$ cat src/rtl/pin_filter_pkg.sv
// Shared constants for the pad input filter: register offsets and debounce depth.
package pin_filter_pkg;

  localparam logic [7:0] IE_OFS       = 8'd0;
  localparam logic [7:0] EDGE_OFS     = 8'd1;
  localparam logic [7:0] FLAGS_OFS    = 8'd2;
  localparam logic [7:0] PRESCALE_OFS = 8'd3;
  localparam logic [7:0] CLEAN_OFS    = 8'd4;

  localparam int DEB_TICKS = 4;
  localparam int DEB_W     = 2;

  typedef logic [DEB_W-1:0] deb_cnt_t;

  localparam deb_cnt_t DEB_LAST = deb_cnt_t'(DEB_TICKS - 1);

  function automatic logic reg_hit(input logic [7:0] ofs);
    return ofs <= CLEAN_OFS;
  endfunction

endpackage

$ cat src/rtl/pin_debounce.sv
// One pad input: two-flop synchroniser followed by a tick-driven debounce counter.
module pin_debounce (
  input  logic clk,
  input  logic rst_n,
  input  logic tick,
  input  logic raw,
  output logic clean,
  output logic changed
);
  import pin_filter_pkg::*;

  logic     s1;
  logic     s2;
  deb_cnt_t cnt;

  // High in the cycle before clean flips, so the top can qualify the edge flag.
  assign changed = tick && (s2 != clean) && (cnt == DEB_LAST);

  always_ff @(posedge clk) begin
    if (!rst_n) begin
      s1    <= 1'b0;
      s2    <= 1'b0;
      cnt   <= '0;
      clean <= 1'b0;
    end else begin
      s1 <= raw;
      s2 <= s1;
      if (s2 == clean) begin
        cnt <= '0;
      end else if (tick) begin
        if (cnt == DEB_LAST) begin
          clean <= s2;
          cnt   <= '0;
        end else begin
          cnt <= cnt + deb_cnt_t'(1);
        end
      end
    end
  end

endmodule

$ cat src/rtl/pin_filter.sv
// Pad input conditioning: per-pin debounce, shared prescaler, edge flags and a small register file.
module pin_filter #(
  parameter logic [7:0] FILTER_ADDRESS = 8'h04
) (
  input  logic       clk,
  input  logic       rst_n,
  input  logic [7:0] din,
  input  logic [7:0] address,
  input  logic       w_en,
  input  logic       r_en,
  output logic [7:0] dout,
  input  logic [7:0] pins_raw,
  output logic [7:0] pins_clean,
  output logic       irq
);
  import pin_filter_pkg::*;

  logic [7:0] ie;
  logic [7:0] edge_sel;
  logic [7:0] flags;
  logic [7:0] prescale;
  logic [7:0] pre_cnt;
  logic       tick;
  logic [7:0] changed;
  logic [7:0] flag_set;
  logic [7:0] flag_clr;
  logic [7:0] ofs;
  logic       hit;
  logic       wr;
  logic       rd;

  assign ofs  = address - FILTER_ADDRESS;
  assign hit  = reg_hit(ofs);
  assign wr   = w_en && hit;
  assign rd   = r_en && hit;
  assign tick = (pre_cnt == prescale);

  for (genvar i = 0; i < 8; i++) begin : g_pin
    pin_debounce u_deb (
      .clk     (clk),
      .rst_n   (rst_n),
      .tick    (tick),
      .raw     (pins_raw[i]),
      .clean   (pins_clean[i]),
      .changed (changed[i])
    );
  end

  // The new clean level is the inverse of the current one, so it matches
  // the selected edge exactly when the current level differs from it.
  assign flag_set = changed & (pins_clean ^ edge_sel);
  assign flag_clr = (wr && ofs == FLAGS_OFS) ? din : 8'h00;
  assign irq      = |(flags & ie);

  always_ff @(posedge clk) begin
    if (!rst_n) begin
      pre_cnt <= 8'h00;
    end else if (wr && ofs == PRESCALE_OFS) begin
      pre_cnt <= 8'h00;
    end else if (tick) begin
      pre_cnt <= 8'h00;
    end else begin
      pre_cnt <= pre_cnt + 8'd1;
    end
  end

  always_ff @(posedge clk) begin
    if (!rst_n) begin
      ie       <= 8'h00;
      edge_sel <= 8'h00;
      prescale <= 8'h00;
      flags    <= 8'h00;
    end else begin
      if (wr && ofs == IE_OFS)       ie       <= din;
      if (wr && ofs == EDGE_OFS)     edge_sel <= din;
      if (wr && ofs == PRESCALE_OFS) prescale <= din;
      flags <= (flags & ~flag_clr) | flag_set;
    end
  end

  always_ff @(posedge clk) begin
    if (!rst_n) begin
      dout <= 8'h00;
    end else if (rd) begin
      case (ofs)
        IE_OFS:       dout <= ie;
        EDGE_OFS:     dout <= edge_sel;
        FLAGS_OFS:    dout <= flags;
        PRESCALE_OFS: dout <= prescale;
        default:      dout <= pins_clean;
      endcase
    end
  end

endmodule

$ cat config.mk
export PLATFORM = sky130hd
export DESIGN_NAME = pin_filter
export DESIGN_NICKNAME = d
export VERILOG_FILES = /design/src/rtl/pin_filter_pkg.sv /design/src/rtl/pin_debounce.sv /design/src/rtl/pin_filter.sv
export SDC_FILE = /design/constraint.sdc
export NUM_CORES = 1
export LEC_CHECK = 0
export ABC_AREA = 1
export CAP_MARGIN = 20
export CORE_MARGIN = 3
export CORE_UTILIZATION = 61
export DETAILED_ROUTE_END_ITERATION = 12
export GPL_TIMING_DRIVEN = 0
export HOLD_SLACK_MARGIN = 0.12
export PLACE_DENSITY = 0.94
export SLEW_MARGIN = 5
export SYNTH_ARGS = -nofsm -noshare
export SYNTH_HDL_FRONTEND = slang
export SYNTH_SLANG_ARGS = --single-unit
$ cat constraint.sdc
create_clock -name clk -period 3.1 [get_ports clk]
set_clock_uncertainty 0.15 [all_clocks]
set_input_delay 0.465 -clock clk [delete_from_list [all_inputs] [get_ports clk]]
set_output_delay 0.465 -clock clk [all_outputs]
set_load 0.02 [all_outputs]
==> summary.md <==
| Metric | Value |
|---|---|
| Yosys top cell by area | dfxtp_1 |
| Antenna cells | 0 |
| Design Power | 2110 µW |
| Sink Count | 88 |
| Mapped Nets | 671 |
| Cts repair resizes | 0 |
| WS Path Type | flip-flop to output port |
| Fillers | 564 |
| Register Area | 0.00176 mm² |
| Total Nets Final | 724 |
| Fin. Hold Viols | 0 |
| Max VDD drop | 0.310 mV |
| Final Max Tran Viols | 0 |
| Die area | 0.00815 mm² |
| DRC viols | 0 |
| Min cycle time layout | 2.46 ns |
| P&R area growth vs syn | 17.2% |
| HP Class | flip-flop to flip-flop |
| Grt total ovfl | 0 |
| Area of the mapped netlist | 0.00433 mm² |
| Number of max-cap violations | 0 |
| Flops & latches, synth | 88 |
| Core Area | 0.00683 mm² |
| First-pass GRT wire length | 19,100 µm |
| Worst Setup End Kind | output port |
| Relative max-transition margin | 42.7% |
| Status | finished clean |
| PwrDens | 416 mW/mm² |
| Final setup vio count | 0 |
| Clk root buf | clkbuf_8 |
| Placed Instance Area | 0.00487 mm² |
| CTS tree | done |
| Initial DRC Count | 306 |
| Die width | 90.3 µm |
| Fin area | 0.00508 mm² |
| Die H | 90.3 µm |
| Worst path arrival time | 1.85 ns |
| DP Wirelength | 8780 µm |
| CTS H-Tree Depth | 3 |
| Io pins | 45 |
| Global Route Usage Sum | 29.5% |
| PortBufs | 42 |
| Setup tns final | 0 ns |
| Initial antenna violation count | 0 |
| Seq/Total Area, Yosys | 40.7% |
| Clock latency at the later pin of the worst-skew pair | 0.37 ns |
| Non-Filler Instances | 788 |
| Post-route ant nets | 0 |
| Period utilisation layout | 79.5% |
| TritonCTS buffer count | 9 |
| Distinct cell type count of the synthesized netlist | 31 |
| Top-area cell type share of the netlist area | 40.7% |
| Fraction of layout cells with a size suffix above 1 | 6.94% |
| WL/cell | 15.0 µm |
| CTS clock-pin slew for the worst setup and hold paths | 0.09 ns |
| Post-Route WL | 11,800 µm |
| Final Wtd Congestion | 0.974 |
| Worst-Margin Slew | 0.856 ns |
| Placed Instances | 772 |
| Routed vias/inst | 5.41 |
| Worst setup slack after layout | 0.635 ns |
| Deepest clock path buffer count | 2 |
| Initial Utilization | 63.4% |
| Avg Cell Area, Syn | 6.83 µm² |
| Unrepaired setup endpoints after global routing | false |
| Drt pass-1 iters | 5 |
| Crit path required time | 2.48 ns |
| Postcts setup bufs | 0 |
| Largest net degree at the start of global routing | 16 |
| Area taken by multi-input logic gates | 0.00210 mm² |
| Synth Instances | 634 |
| Cts hold-fix bufs | 0 |
| Vias in the first global route | 3,991 |
| Cell row count | 30 |
| Warnings, synthesis | 0 |
| Dpl ws | 0.447 ns |
| Startpoint Class | flip-flop |
| P_leak | 0.00230 µW |
| Crit path max fanout | 3 |
| Fmax | 406 MHz |
| Synth top area cells | dfxtp_1 41%, nor2_1 13%, nand2_1 9.8% |
| Vias | 4,265 |
where the power goes:
part,internal (µW),switching [µW]
Sequential,1140,7.82
Combinational,49.1,77.8
Clock,401,433
registers in the layout, summed over array words and instances, names as in the netlist:
register,count
dout,8
edge_sel,8
flags,8
g_pin.u_deb.clean,8
g_pin.u_deb.cnt,16
g_pin.u_deb.s1,8
g_pin.u_deb.s2,8
ie,8
pre_cnt,8
prescale,8
kinds of logic after synthesis:
logic type | count (synthesis) | synth area share, %
simple gates | 323 | 32.7
fa+ha+maj | 9 | 2.60
buf+inv | 114 | 10.9
xor+xnor | 11 | 2.22
compound gates | 89 | 10.9
flops | 88 | 40.7
layout make-up:
cell class | instances | area share, %
Sequential cell | 88 | 34.7
Clock buffer | 11 | 2.78
Tap cell | 96 | 2.37
Buffer | 28 | 2.98
Timing Repair Buffer | 42 | 8.28
Clock inverter | 5 | 1.26
Inverter | 86 | 6.36
Multi-Input combinational cell | 432 | 41.3
cells in the final DEF, fill, tap and decap left out:
cell,synthesis,layout
nor2_1,147,147
nand2_1,113,113
dfxtp_1,88,88
inv_1,83,83
o21ai_0,53,53
clkdlybuf4s50_1,0,42
nand4_1,35,35
a21oi_1,29,29
nor3_1,11,11
clkbuf_8,0,10
clkbuf_1,8,9
ha_1,9,9
buf_4,8,8
buf_2,7,7
xor2_1,6,6
xnor2_1,5,5
buf_1,4,4
nor2_2,3,3
nand2_4,3,3
a22o_1,2,2
a221oi_1,2,2
nor2_8,2,2
nor2_4,2,2
inv_2,2,2
nand3_2,2,2
o21ai_1,2,2
nand3_1,2,2
clkinv_4,0,2
clkinv_1,1,1
a21oi_4,1,1
nand2_2,1,1
buf_6,1,1
nand3b_1,1,1
or2_2,1,1
inv_6,0,1
bufinv_16,0,1
clkinvlp_4,0,1
worst max-delay path, cell delays in order (launching register included):
cell             delay, ns
dfxtp_1               0.35
a22o_1                0.26
a221oi_1              0.21
nand2_1               0.10
clkdlybuf4s50_1       0.56
path summary, 6_finish.rpt:
check	startpoint	end	slack [ns]	cells after the start
worst min-delay path	g_pin[0].u_deb.s1$_SDFF_PN0_	g_pin[0].u_deb.s2$_SDFF_PN0_	0.27	2
worst min register to register	g_pin[0].u_deb.s1$_SDFF_PN0_	g_pin[0].u_deb.s2$_SDFF_PN0_	0.27	2
worst max-delay path	flags[2]$_SDFF_PN0_	irq	0.64	4
worst max register to register	prescale[4]$_SDFFE_PN0P_	g_pin[0].u_deb.cnt[0]$_SDFFE_PP0N_	1.13	9
layer usage:
layer / vias up / global-route usage (%) / wire length (µm)
li1: 2106 / - / -
met1: 1942 / 37.3 / 5070
met2: 189 / 49.5 / 5520
met3: 28 / 7.25 / 945
met4: 0 / 9.69 / 246
met5: - / 0 / 0
Yosys cell counts:
cell / instances
xor2_1: 6
buf_2: 7
nor2_4: 2
a221oi_1: 2
or2_2: 1
nand2_1: 113
o21ai_0: 53
ha_1: 9
nand2_4: 3
nand4_1: 35
nand3_1: 2
nor2_1: 147
inv_1: 83
clkbuf_1: 8
nor3_1: 11
buf_6: 1
nor2_2: 3
nor2_8: 2
a21oi_4: 1
dfxtp_1: 88
nand3_2: 2
o21ai_1: 2
xnor2_1: 5
inv_2: 2
nand2_2: 1
a22o_1: 2
clkinv_1: 1
buf_4: 8
buf_1: 4
nand3b_1: 1
a21oi_1: 29
per-stage QoR:
step	util [%]	hold WS, ns
final	74.3	0.270
after global routing	74.3	0.298
after CTS	74.3	0.271
after detailed placement	71.3	0.249
after global placement	71.3	0.248
after floorplan	-	0.240
Note: power is estimated with default switching activity, not from simulation.
